==> src/rtl/somador_pkg.sv <==
// somador_pkg
//   Shared definitions for the bit-serial adder:
//     state_t    : FSM states (IDLE, RUN, DONE)
//     SEG_BLANK  : all segments off (active-low)
//     hex_to_seg : 4-bit value -> active-low 7-segment code {g,f,e,d,c,b,a}
package somador_pkg;

    typedef enum logic [1:0] {
        IDLE = 2'd0,
        RUN  = 2'd1,
        DONE = 2'd2
    } state_t;

    localparam logic [6:0] SEG_BLANK = 7'b1111111;

    function automatic logic [6:0] hex_to_seg(input logic [3:0] v);
        logic [6:0] seg;
        seg = SEG_BLANK;
        case (v)
            4'h0: seg = 7'h40;
            4'h1: seg = 7'h79;
            4'h2: seg = 7'h24;
            4'h3: seg = 7'h30;
            4'h4: seg = 7'h19;
            4'h5: seg = 7'h12;
            4'h6: seg = 7'h02;
            4'h7: seg = 7'h78;
            4'h8: seg = 7'h00;
            4'h9: seg = 7'h10;
            4'hA: seg = 7'h08;
            4'hB: seg = 7'h03;
            4'hC: seg = 7'h46;
            4'hD: seg = 7'h21;
            4'hE: seg = 7'h06;
            4'hF: seg = 7'h0E;
            default: seg = SEG_BLANK;
        endcase
        return seg;
    endfunction

endpackage

==> src/rtl/somador_serial_n_bits_celula.sv <==
// celula_somador
//   Single-bit full adder, the only arithmetic cell of the serial adder.
//   Ports:
//     a, b : operand bits
//     cin  : carry in
//     s    : sum bit
//     cout : carry out (majority of a, b, cin)
module celula_somador (
    input  logic a,
    input  logic b,
    input  logic cin,
    output logic s,
    output logic cout
);

    assign s    = a ^ b ^ cin;
    assign cout = (a & b) | (a & cin) | (b & cin);

endmodule

==> src/rtl/somador_serial_n_bits.sv <==
// somador_serial_n_bits
//   Bit-serial N-bit adder. On an accepted start the operands are latched,
//   then one bit per clock is resolved through a single full-adder cell,
//   LSB first. The committed result is held until the next operation ends
//   and is shown on active-low 7-segment digits.
//
//   Optional feature: define SERIAL_SUB_EN to add the sub input
//   (sub=1 computes A + ~B + 1; cout=1 then means "no borrow").
//
//   Ports:
//     CLOCK_50  : clock, rising edge
//     rst       : asynchronous active-high reset
//     start     : level, sampled only in IDLE
//     a, b      : N-bit operands, captured on accepted start
//     sub       : (SERIAL_SUB_EN only) subtract select, captured on start
//     sum       : committed result
//     cout      : carry out / not-borrow of committed result
//     ovf       : two's-complement overflow of committed result
//     busy      : high from the cycle after start until the commit cycle
//     done      : one-cycle pulse after the result is committed
//     hex       : digit k at [7k+6:7k], {g,f,e,d,c,b,a}, 0 = lit
//     state_dbg : current FSM state (debug observation)
//
//   Handshake: start is a level request; it is accepted on any rising edge
//   where the FSM is in IDLE. There is no back-pressure; done marks the
//   cycle in which sum/cout/ovf first show the new result.
module somador_serial_n_bits
    import somador_pkg::*;
#(
    parameter int N = 8
) (
    input  logic                     CLOCK_50,
    input  logic                     rst,
    input  logic                     start,
    input  logic [N-1:0]             a,
    input  logic [N-1:0]             b,
`ifdef SERIAL_SUB_EN
    input  logic                     sub,
`endif
    output logic [N-1:0]             sum,
    output logic                     cout,
    output logic                     ovf,
    output logic                     busy,
    output logic                     done,
    output logic [7*((N+3)/4)-1:0]   hex,
    output logic [1:0]               state_dbg
);

    localparam int DIGITS = (N + 3) / 4;
    localparam int CW     = $clog2(N) + 1;
    localparam logic [CW-1:0] LAST = CW'(N - 1);

    state_t          state;
    logic [N-1:0]    a_sh;
    logic [N-1:0]    b_sh;     // already inverted when subtracting
    logic [N-1:0]    res;
    logic            c;
    logic            c_msb;    // carry into the MSB, needed for overflow
    logic [CW-1:0]   cnt;

    logic            fa_s;
    logic            fa_co;
    logic [N-1:0]    res_next;

    logic            cin_sel;
    logic [N-1:0]    b_sel;

`ifdef SERIAL_SUB_EN
    assign cin_sel = sub;
    assign b_sel   = sub ? ~b : b;
`else
    assign cin_sel = 1'b0;
    assign b_sel   = b;
`endif

    celula_somador u_celula (
        .a    (a_sh[0]),
        .b    (b_sh[0]),
        .cin  (c),
        .s    (fa_s),
        .cout (fa_co)
    );

    // New bit enters at the MSB so that after N shifts res holds the sum
    // in natural order; written this way so N=1 needs no special case.
    always_comb begin
        res_next        = res >> 1;
        res_next[N-1]   = fa_s;
    end

    always_ff @(posedge CLOCK_50 or posedge rst) begin
        if (rst) begin
            state <= IDLE;
            a_sh  <= '0;
            b_sh  <= '0;
            res   <= '0;
            c     <= 1'b0;
            c_msb <= 1'b0;
            cnt   <= '0;
            sum   <= '0;
            cout  <= 1'b0;
            ovf   <= 1'b0;
            busy  <= 1'b0;
            done  <= 1'b0;
        end else begin
            done <= 1'b0;
            case (state)
                IDLE: begin
                    if (start) begin
                        a_sh  <= a;
                        b_sh  <= b_sel;
                        c     <= cin_sel;
                        cnt   <= '0;
                        busy  <= 1'b1;
                        state <= RUN;
                    end
                end
                RUN: begin
                    res  <= res_next;
                    c    <= fa_co;
                    a_sh <= a_sh >> 1;
                    b_sh <= b_sh >> 1;
                    cnt  <= cnt + 1'b1;
                    if (cnt == LAST) begin
                        c_msb <= c;
                        state <= DONE;
                    end
                end
                DONE: begin
                    sum   <= res;
                    cout  <= c;
                    ovf   <= c_msb ^ c;
                    done  <= 1'b1;
                    busy  <= 1'b0;
                    state <= IDLE;
                end
                default: begin
                    busy  <= 1'b0;
                    state <= IDLE;
                end
            endcase
        end
    end

    assign state_dbg = state;

    // Digits are decoded from the committed sum, zero-padded to whole nibbles.
    logic [4*DIGITS-1:0] sum_pad;

    always_comb begin
        sum_pad        = '0;
        sum_pad[N-1:0] = sum;
    end

    for (genvar k = 0; k < DIGITS; k++) begin : g_dig
        assign hex[7*k +: 7] = hex_to_seg(sum_pad[4*k +: 4]);
    end

endmodule

==> config.mk <==
export PLATFORM = sky130hd
export DESIGN_NAME = somador_serial_n_bits
export DESIGN_NICKNAME = d
export VERILOG_FILES = /design/src/rtl/somador_pkg.sv /design/src/rtl/somador_serial_n_bits_celula.sv /design/src/rtl/somador_serial_n_bits.sv
export SDC_FILE = /design/constraint.sdc
export NUM_CORES = 1
export LEC_CHECK = 0
export ABC_CLOCK_PERIOD_IN_PS = 1900
export CORE_MARGIN = 4
export CORE_UTILIZATION = 40
export CTS_CLUSTER_SIZE = 20
export DETAILED_ROUTE_END_ITERATION = 6
export PLACE_DENSITY = 0.71
export SYNTH_ARGS = -nofsm -noshare
export SYNTH_HDL_FRONTEND = slang
export SYNTH_SLANG_ARGS = --single-unit
==> constraint.sdc <==
create_clock -name CLOCK_50 -period 1.9 [get_ports CLOCK_50]
set_clock_uncertainty 0.15 [all_clocks]
set_input_delay 0.38 -clock CLOCK_50 [delete_from_list [all_inputs] [get_ports CLOCK_50]]
set_output_delay 0.38 -clock CLOCK_50 [all_outputs]
set_load 0.005 [all_outputs]
After elaboration in Yosys (flattened, before gate mapping)
Memories as Yosys holds them, arrays and structs flattened. Index checks and enable logic that the tools add are counted.

Register bits: 44. Word-level logic and storage cells: 49. Memories kept: 2. Bits in read-only memories: 224.

Memories: (no name shown) (words 16, bits a word 7, read ports 1, clocked after Yosys merged registers in 0, write ports 0, line somador_pkg.sv:19) `case (v)`; (no name shown) (words 16, bits a word 7, read ports 1, clocked after Yosys merged registers in 0, write ports 0, line somador_pkg.sv:19).

Mux-type cells: 14. Reductions and logical operators: 6. Equal/unequal tests: 5. Add/subtract/negate cells: 1. Bitwise operators: 9.

Operator list (count): 8-bit case mux with 2 select lines (2); 8-bit 2-to-1 mux (2); 4-bit case mux with 2 select lines (1); 2-bit AND reduction (4); 4-bit by 1-bit adder with 4-bit output, second input constant (1); 4-bit by 3-bit equality test with 1-bit output, second input constant (1); 2-bit 2-to-1 mux (2); 4-bit 2-to-1 mux (1); 2-bit != test, second input constant (2); 1-bit case mux with 2 select lines (2); 2-bit case mux with 2 select lines (1); 1-bit bitwise AND (3); 1-bit 2-to-1 mux (3); 1-bit XOR (3); 2-bit by 1-bit equality test with 1-bit output, second input constant (1); 2-bit equality test, second input constant (1); 2-bit logical NOT (1); 1-bit bitwise OR (2); 2-bit nonzero test (1); 1-bit inverter (1).

Longest topological paths before layout
Gate-level depths: netlist of run 1.

Depth after elaboration: 4. Depth in mapped cells: 6. Gate-level depth less buffers: 5.

Cells and area by module
From an unflattened synthesis of run 1, not the netlist that was laid out.

Cells, all modules: 231. Area, all modules: 2309.7 sq um.

Modules (own cells, without submodules): somador_serial_n_bits (times used 1, area each 2289.7 sq um, cells each 230, seq. area each 1101.1 sq um); celula_somador (times used 1, area each 20.0 sq um, cells each 1, seq. area each 0.0 sq um).

Worst setup path after synthesis of run 1
OpenSTA, ideal clock, no wires.

Path kind: register to output. From: reg sum[4]. To: out hex[10]. Required time: 1.370 ns. Arrival: 1.342 ns. Stages on the path, launching flop included: 5. Setup slack: 0.028 ns. Path through: dfrtp_1 inv_1 ha_1 inv_1 mux4_2.

Word-level cells in the longest chain between the ends: 1.

Ends and longest elaborated chain: from (decl) (line somador_serial_n_bits.sv:40) `output logic [N-1:0] sum,`; from (signal assigned) (line somador_serial_n_bits.sv:130) `sum <= res;`; memory 16 x 7 bit; to (decl) (line somador_serial_n_bits.sv:45) `output logic [7*((N+3)/4)-1:0] hex,`.

Every way passes these cells.

Worst setup path in the final report of run 1
From: reg sum[1]. To: out hex[3].

Same word-level chain as after synthesis.

==> impl_results.md, run 1 <==
- Critical path, cell by cell: inv_2, buf_6, ha_4, inv_2, mux4_2, buf_2
- Max-slew violations: 0
- 1st-pass router iterations: 4
- TritonCTS clock tree: yes
- Final ANT Viol Nets: 0
- Initial antenna violation count: 0
- Total die area: 7410 µm²
- DRC viols: 0
- Placed Cells: 396
- Largest net degree at the start of global routing: 45
- Layout cell share with drive strength beyond 1: 29.3%
- Synth Area per Inst: 9.53 µm²
- CTS H-tree lvls: 2
- GP Congestion: 0.796
- Cell taking the most area after synthesis: dfrtp_1
- Synthesized area: 2440 µm²
- Post-route cell area: 3530 µm²
- Crit-path max cell delay: 0.44 ns
- RSZ-0062 raised after global routing: yes
- PortBufs: 46
- Non-filler cells, final: 416
- Critical path class: flop to output pin
- Fmax: 445 MHz
- Die H: 86.1 µm
- Worst setup margin: -0.345 ns
- Area share of the largest cell type after synthesis: 45.2%
- Fin crit share: 118%
- Max VDD drop: 0.666 mV
- Root Driver: clkbuf_8
- Worst-path fanout max: 4
- I/O pin count: 47
- Setup violations, final: 13
- Number of library cell types mapped by synthesis: 38
- Failing checks: setup timing
- Crit end category: output pin
- Ys async rst share: 100%
- Pleak: 0.00159 µW
- DRT iter0 DRCs: 136
- Row cnt: 28
- DR vias/cell: 5.15
- Worst hold path type: input port to asynchronous set/reset pin
- CORE AREA: 5920 µm²
- Cell Area, Placed: 3170 µm²
- Fin crit period: 2.25 ns
- Crit path max-delay family: multiplexers
- CP dominant cell by count: inv_2
- Post-synth EDFFs: 0
- CP max-delay cell: mux4_2
- Clock sink count: 44
- Worst-path clk slew: 0.08 ns
- Worst Path Required: 1.37 ns
- Detailed-route via count: 2143
- Slew headroom: 71.1%
- Pwr Density: 1330 nW/µm²
- Most used DFF post-synth: dfrtp_1
- Outcome: finished with violations
- Drt total wl: 5840 µm
- Dpl hpwl: 3840 µm
- Total of max-cap violations: 0
- Nets: 375
- Syn nets: 291
- ANT cells: 0
- Tot Pwr: 4680 µW
- Area contributors post-synth: dfrtp_1, ha_1, nand2_1
- Width of the die: 86.1 µm
- Starting Density: 41.2%
- Vias in the first global route: 2058
- Syn-to-layout area delta: 44.7%
- Syn. warnings: 0
- # hold bufs at CTS: 0
- Worst-Margin Slew: 0.433 ns
- Total gr overflow: 0
- FF+latch count, synth: 44
- CP startpoint kind: flop
- CTS max path bufs: 2
- Final Hold Viols: 0
- Wire per inst: 14.0 µm
- Post-synthesis sequential area ratio: 45.2%
- CP arrival: 1.72 ns
- WP buf/inv: 4
- CTS buffer count: 5
- Worst-skew pair later-pin latency: 0.30 ns
- Gate Count Post-Synth: 256
- First-pass GRT wire length: 9510 µm
- Total GRT Usage: 15.9%
worst register-to-register path: cells and delay by family (launching register included):
family | cells | cell delay [ns]
fa+ha+maj | 1 | 0.26
flops | 1 | 0.42
mux | 1 | 0.31
simple gates | 1 | 0.23
cell usage after synthesis, drive strengths merged (2+ instances only):
master and count:
a21oi 12, a22o 3, a22oi 13, a31oi 2, a32o 2, buf 12
clkbuf 2, dfrtp 44, ha 15, inv 15, mux2 2, mux2i 10
mux4 2, nand2 46, nand2b 3, nand3 2, nor2 9, nor2b 14
o21ai 32, o22ai 2, or3 3
repair_timing:
action | CTS | global route
resized for setup | 103 | 17
setup endpoints to repair | 17 | 20
cloned | 1 | 0
pin swaps | 8 | 8
buffers inserted | 7 | 5
state kept, by name (all words and copies together), names as in the netlist:
register	count
a_sh	8
b_sh	8
busy	1
c	1
c_msb	1
cnt	4
cout	1
done	1
ovf	1
res	8
state_dbg	2
sum	8
placed cells by master (no fill, tap or decap), types with 9 or more instances in the layout:
| cell | netlist | routed |
|---|---|---|
| a21oi_1 | 12 | 12 |
| a22oi_1 | 13 | 13 |
| buf_2 | 8 | 14 |
| buf_4 | 3 | 26 |
| buf_6 | 1 | 17 |
| clkdlybuf4s50_1 | 0 | 27 |
| dfrtp_1 | 44 | 39 |
| ha_4 | 0 | 11 |
| mux2i_1 | 10 | 9 |
| nand2_1 | 46 | 46 |
| nor2b_1 | 13 | 13 |
| o21ai_0 | 27 | 20 |
| o21ai_1 | 5 | 11 |
area by class of cell:
cell class | count | area (µm²)
Multi-Input combinational cell | 183 | 1360
Fill cell | 514 | 2390
Clock inverter | 2 | 35.0
Tap cell | 75 | 93.8
Sequential cell | 44 | 1110
Clock buffer | 6 | 72.6
Timing Repair Buffer | 91 | 805
Inverter | 15 | 56.3
path summary, 6_finish.rpt:
path	start	endpoint	slack [ns]	depth (start not counted)
setup / recovery	sum[1]$_DFFE_PP0P_	hex[3]	-0.35	6
max in group asynchronous	rst	sum[3]$_DFFE_PP0P_	1.10	3
setup reg to reg	cnt[0]$_DFFE_PP0P_	c_msb$_DFFE_PP0P_	0.41	3
hold reg to reg	cnt[3]$_DFFE_PP0P_	cnt[3]$_DFFE_PP0P_	0.32	1
hold / removal	rst	sum[5]$_DFFE_PP0P_	0.25	3
min in group CLOCK_50	cnt[3]$_DFFE_PP0P_	cnt[3]$_DFFE_PP0P_	0.32	1
routing by layer:
metal,GRT usage (%),vias up,part of all wire (%)
li1,-,1053,-
met4,6.19,0,1.4
met5,0,-,0
met2,26.8,71,50
met3,3.75,9,6.4
met1,19.6,1010,42
stage by stage:
stage | hold WS (ns) | TNS, ns | util [%] | worst slack [ns]
finish | 0.251 | -2.60 | 59.6 | -0.345
global placement | 0.286 | -2.69 | 53.6 | -0.329
CTS | 0.271 | -2.70 | 58.1 | -0.356
global route | 0.279 | -3.76 | 59.6 | -0.432
floorplan | 0.273 | 0 | - | 0.0281
detailed placement | 0.316 | -3.30 | 53.6 | -0.401
report_power, final:
group	leakage [µW]	internal, µW	switching, µW
Clock	0.0000552	390	309
Combinational	0.000965	1270	1150
Sequential	0.000572	1280	283
Total	0.00159	2940	1740
cell families (layout without fill, tap and decap cells):
logic type                 count (synthesis)  in the layout  share of synthesized area [%]
AOI/OAI and AO/OA                         71             71                           18.1
xor gates and xnor gates                   1              1                          0.359
adders and majority gates                 16             16                           8.52
buffers and inverters                     29            114                           5.64
DFF                                       44             44                           45.2
muxes                                     14             14                           6.88
and+or+nand+nor                           81             81                           15.4
No activity file was read; power rests on OpenSTA's default activity.
==> run 2, diff against run 1 <==
--- a/config.mk
+++ b/config.mk
@@ -11,6 +11,7 @@
 export CTS_CLUSTER_SIZE = 20
 export DETAILED_ROUTE_END_ITERATION = 6
 export PLACE_DENSITY = 0.71
+export SETUP_SLACK_MARGIN = 0.3
 export SYNTH_ARGS = -nofsm -noshare
 export SYNTH_HDL_FRONTEND = slang
 export SYNTH_SLANG_ARGS = --single-unit
==> constraint.sdc (replaced) <==
create_clock -name CLOCK_50 -period 1.9 [get_ports CLOCK_50]
set_clock_uncertainty 0.15 [all_clocks]
set_input_delay 0.38 -clock CLOCK_50 [delete_from_list [all_inputs] [get_ports CLOCK_50]]
set_output_delay 0.38 -clock CLOCK_50 [all_outputs]
set_load 0.05 [all_outputs]
==> impl_results.md, run 2 (same netlist as run 1, synthesis figures left out) <==
- Outcome: finished with violations (unchanged)
- Failing checks: setup timing (unchanged)
- Crit-path max cell delay: 0.46 ns (was 0.44 ns)
- Reg2Reg Setup Slack: 0.39 ns (was 0.41 ns)
- Total gr overflow: 0 (unchanged)
- CTS buffer count: 5 (unchanged)
- Critical path, cell by cell: clkinv_4, ha_4, inv_2, mux4_2, buf_6 (was inv_2, buf_6, ha_4, inv_2, mux4_2, buf_2)
- Detailed-route via count: 2153 (was 2143)
- Wire per inst: 14.6 µm (was 14.0 µm)
- Final ANT Viol Nets: 0 (unchanged)
- Worst hold path type: input port to asynchronous set/reset pin (unchanged)
- GP Congestion: 0.782 (was 0.796)
- PortBufs: 46 (unchanged)
- Worst-path fanout max: 5 (was 4)
- Pleak: 0.00174 µW (was 0.00159 µW)
- RSZ-0062 raised after global routing: yes (unchanged)
- Reg2Reg Depth: 3 (unchanged)
- CP startpoint kind: flop (unchanged)
- Slew headroom: 72.2% (was 71.1%)
- # hold bufs at CTS: 0 (unchanged)
- Syn-to-layout area delta: 67.2% (was 44.7%)
- Dpl hpwl: 4050 µm (was 3840 µm)
- Layout cell share with drive strength beyond 1: 42.7% (was 29.3%)
- CORE AREA: 5920 µm² (unchanged)
- CP max-delay cell: mux4_2 (unchanged)
- Root Driver: clkbuf_8 (unchanged)
- CTS H-tree lvls: 2 (unchanged)
- Final core occ: 68.9% (was 59.6%)
- DRT iter0 DRCs: 85 (was 136)
- Clock sink count: 44 (unchanged)
- Worst-skew pair later-pin latency: 0.30 ns (about the same)
- Width of the die: 86.1 µm (unchanged)
- Starting Density: 41.2% (unchanged)
- Fin crit period: 2.31 ns (was 2.25 ns)
- Crit path max-delay family: multiplexers (unchanged)
- Nets: 378 (was 375)
- 1st-pass router iterations: 4 (unchanged)
- Initial antenna violation count: 0 (unchanged)
- Largest net degree at the start of global routing: 36 (was 45)
- Most common cell after layout, fill and taps aside: nand2_1 (unchanged)
- Total GRT Usage: 16.9% (was 15.9%)
- Drt total wl: 6120 µm (was 5840 µm)
- Total of max-cap violations: 0 (unchanged)
- Tot Pwr: 6660 µW (was 4680 µW)
- TritonCTS clock tree: yes (unchanged)
- First-pass GRT wire length: 10200 µm (was 9510 µm)
- CP arrival: 1.78 ns (was 1.72 ns)
- Final Hold Viols: 0 (unchanged)
- Pwr Density: 1630 nW/µm² (was 1330 nW/µm²)
- Max VDD drop: 1.24 mV (was 0.666 mV)
- CTS max path bufs: 2 (unchanged)
- R2r endpoint: c_msb$_DFFE_PP0P_ (unchanged)
- Setup violations, final: 15 (was 13)
- Worst-Margin Slew: 0.417 ns (was 0.433 ns)
- Worst setup margin: -0.405 ns (was -0.345 ns)
- Row cnt: 28 (unchanged)
- Critical path class: flop to output pin (unchanged)
- Worst r2r src: cnt[0]$_DFFE_PP0P_ (unchanged)
- Commonest cells after routing, fill and taps aside: nand2_1, buf_4, dfrtp_1 (was nand2_1, dfrtp_1, clkdlybuf4s50_1)
- Worst Path Required: 1.37 ns (about the same)
- I/O pin count: 47 (unchanged)
- Die H: 86.1 µm (unchanged)
- Fmax: 434 MHz (was 445 MHz)
- Max-slew violations: 0 (unchanged)
- DRC viols: 0 (unchanged)
- CP startpoint: sum[1]$_DFFE_PP0P_ (unchanged)
- Fin crit share: 121% (was 118%)
- WP buf/inv: 3 (was 4)
- Worst-path clk slew: 0.09 ns (was 0.08 ns)
- ANT cells: 0 (unchanged)
- Total die area: 7410 µm² (unchanged)
- Vias in the first global route: 2192 (was 2058)
- DR vias/cell: 5.14 (was 5.15)
- Crit end category: output pin (unchanged)
[run 2: worst max path at each step]
stage / cells after the start / slack (ns) / to
after CTS: 5 / -0.39 / hex[10]
after floorplan: 4 / -0.17 / hex[3]
after global routing: 5 / -0.45 / hex[3]
after detailed placement: 4 / -0.12 / b_sh[4]$_DFFE_PP0P_
after global placement: 5 / -0.06 / hex[10]
final: 5 / -0.41 / hex[3]
[run 2: repair_timing]
item                                    in CTS  in global routing
setup buffers                               16                  7
cloned                                       0                  0
gates resized for setup                     37                 23
pin swaps                                    7                 10
endpoints found under the setup margin      27                 26
[run 2: layout make-up]
cell class	count	area (µm²)
Clock buffer	6	82.6
Clock inverter	2	38.8
Fill cell	431	1840
Inverter	15	76.3
Multi-Input combinational cell	183	1550
Sequential cell	44	1120
Tap cell	75	93.8
Timing Repair Buffer	94	1110
[run 2: report_power, final]
| part | total, µW | switching [µW] | internal, µW |
|---|---|---|---|
| Sequential | 1650 | 355 | 1300 |
| Clock | 753 | 323 | 430 |
| Combinational | 4250 | 2230 | 2020 |
| Total | 6660 | 2910 | 3750 |
[run 2: routing by layer]
layer  vias to the layer above  wire length [µm]  global-route usage, %
li1                       1050                 -                      -
met3                        13               272                   2.50
met5                         -                 0                      0
met2                        61              3070                   29.9
met4                         0               111                   6.04
met1                      1029              2670                   20.8
[run 2: worst reg2reg max path, cell delays in order, from the launching register on]
cell     delay [ns]
dfrtp_1        0.42
ha_1           0.26
and4_1         0.24
mux2_1         0.32
[run 2: per-stage QoR]
| stage | TNS [ns] | instances | setup WS (ns) | hold slack [ns] | instance area, µm² |
|---|---|---|---|---|---|
| final | -4.03 | 419 | -0.405 | 0.163 | 4080 |
| after global placement | -0.202 | 388 | -0.0620 | 0.288 | 3500 |
| after detailed placement | -0.494 | 388 | -0.120 | 0.299 | 3500 |
| after CTS | -4.14 | 412 | -0.393 | 0.169 | 3920 |
| after floorplan | -0.539 | 256 | -0.174 | 0.273 | 2670 |
| after global routing | -4.68 | 419 | -0.452 | 0.180 | 4080 |
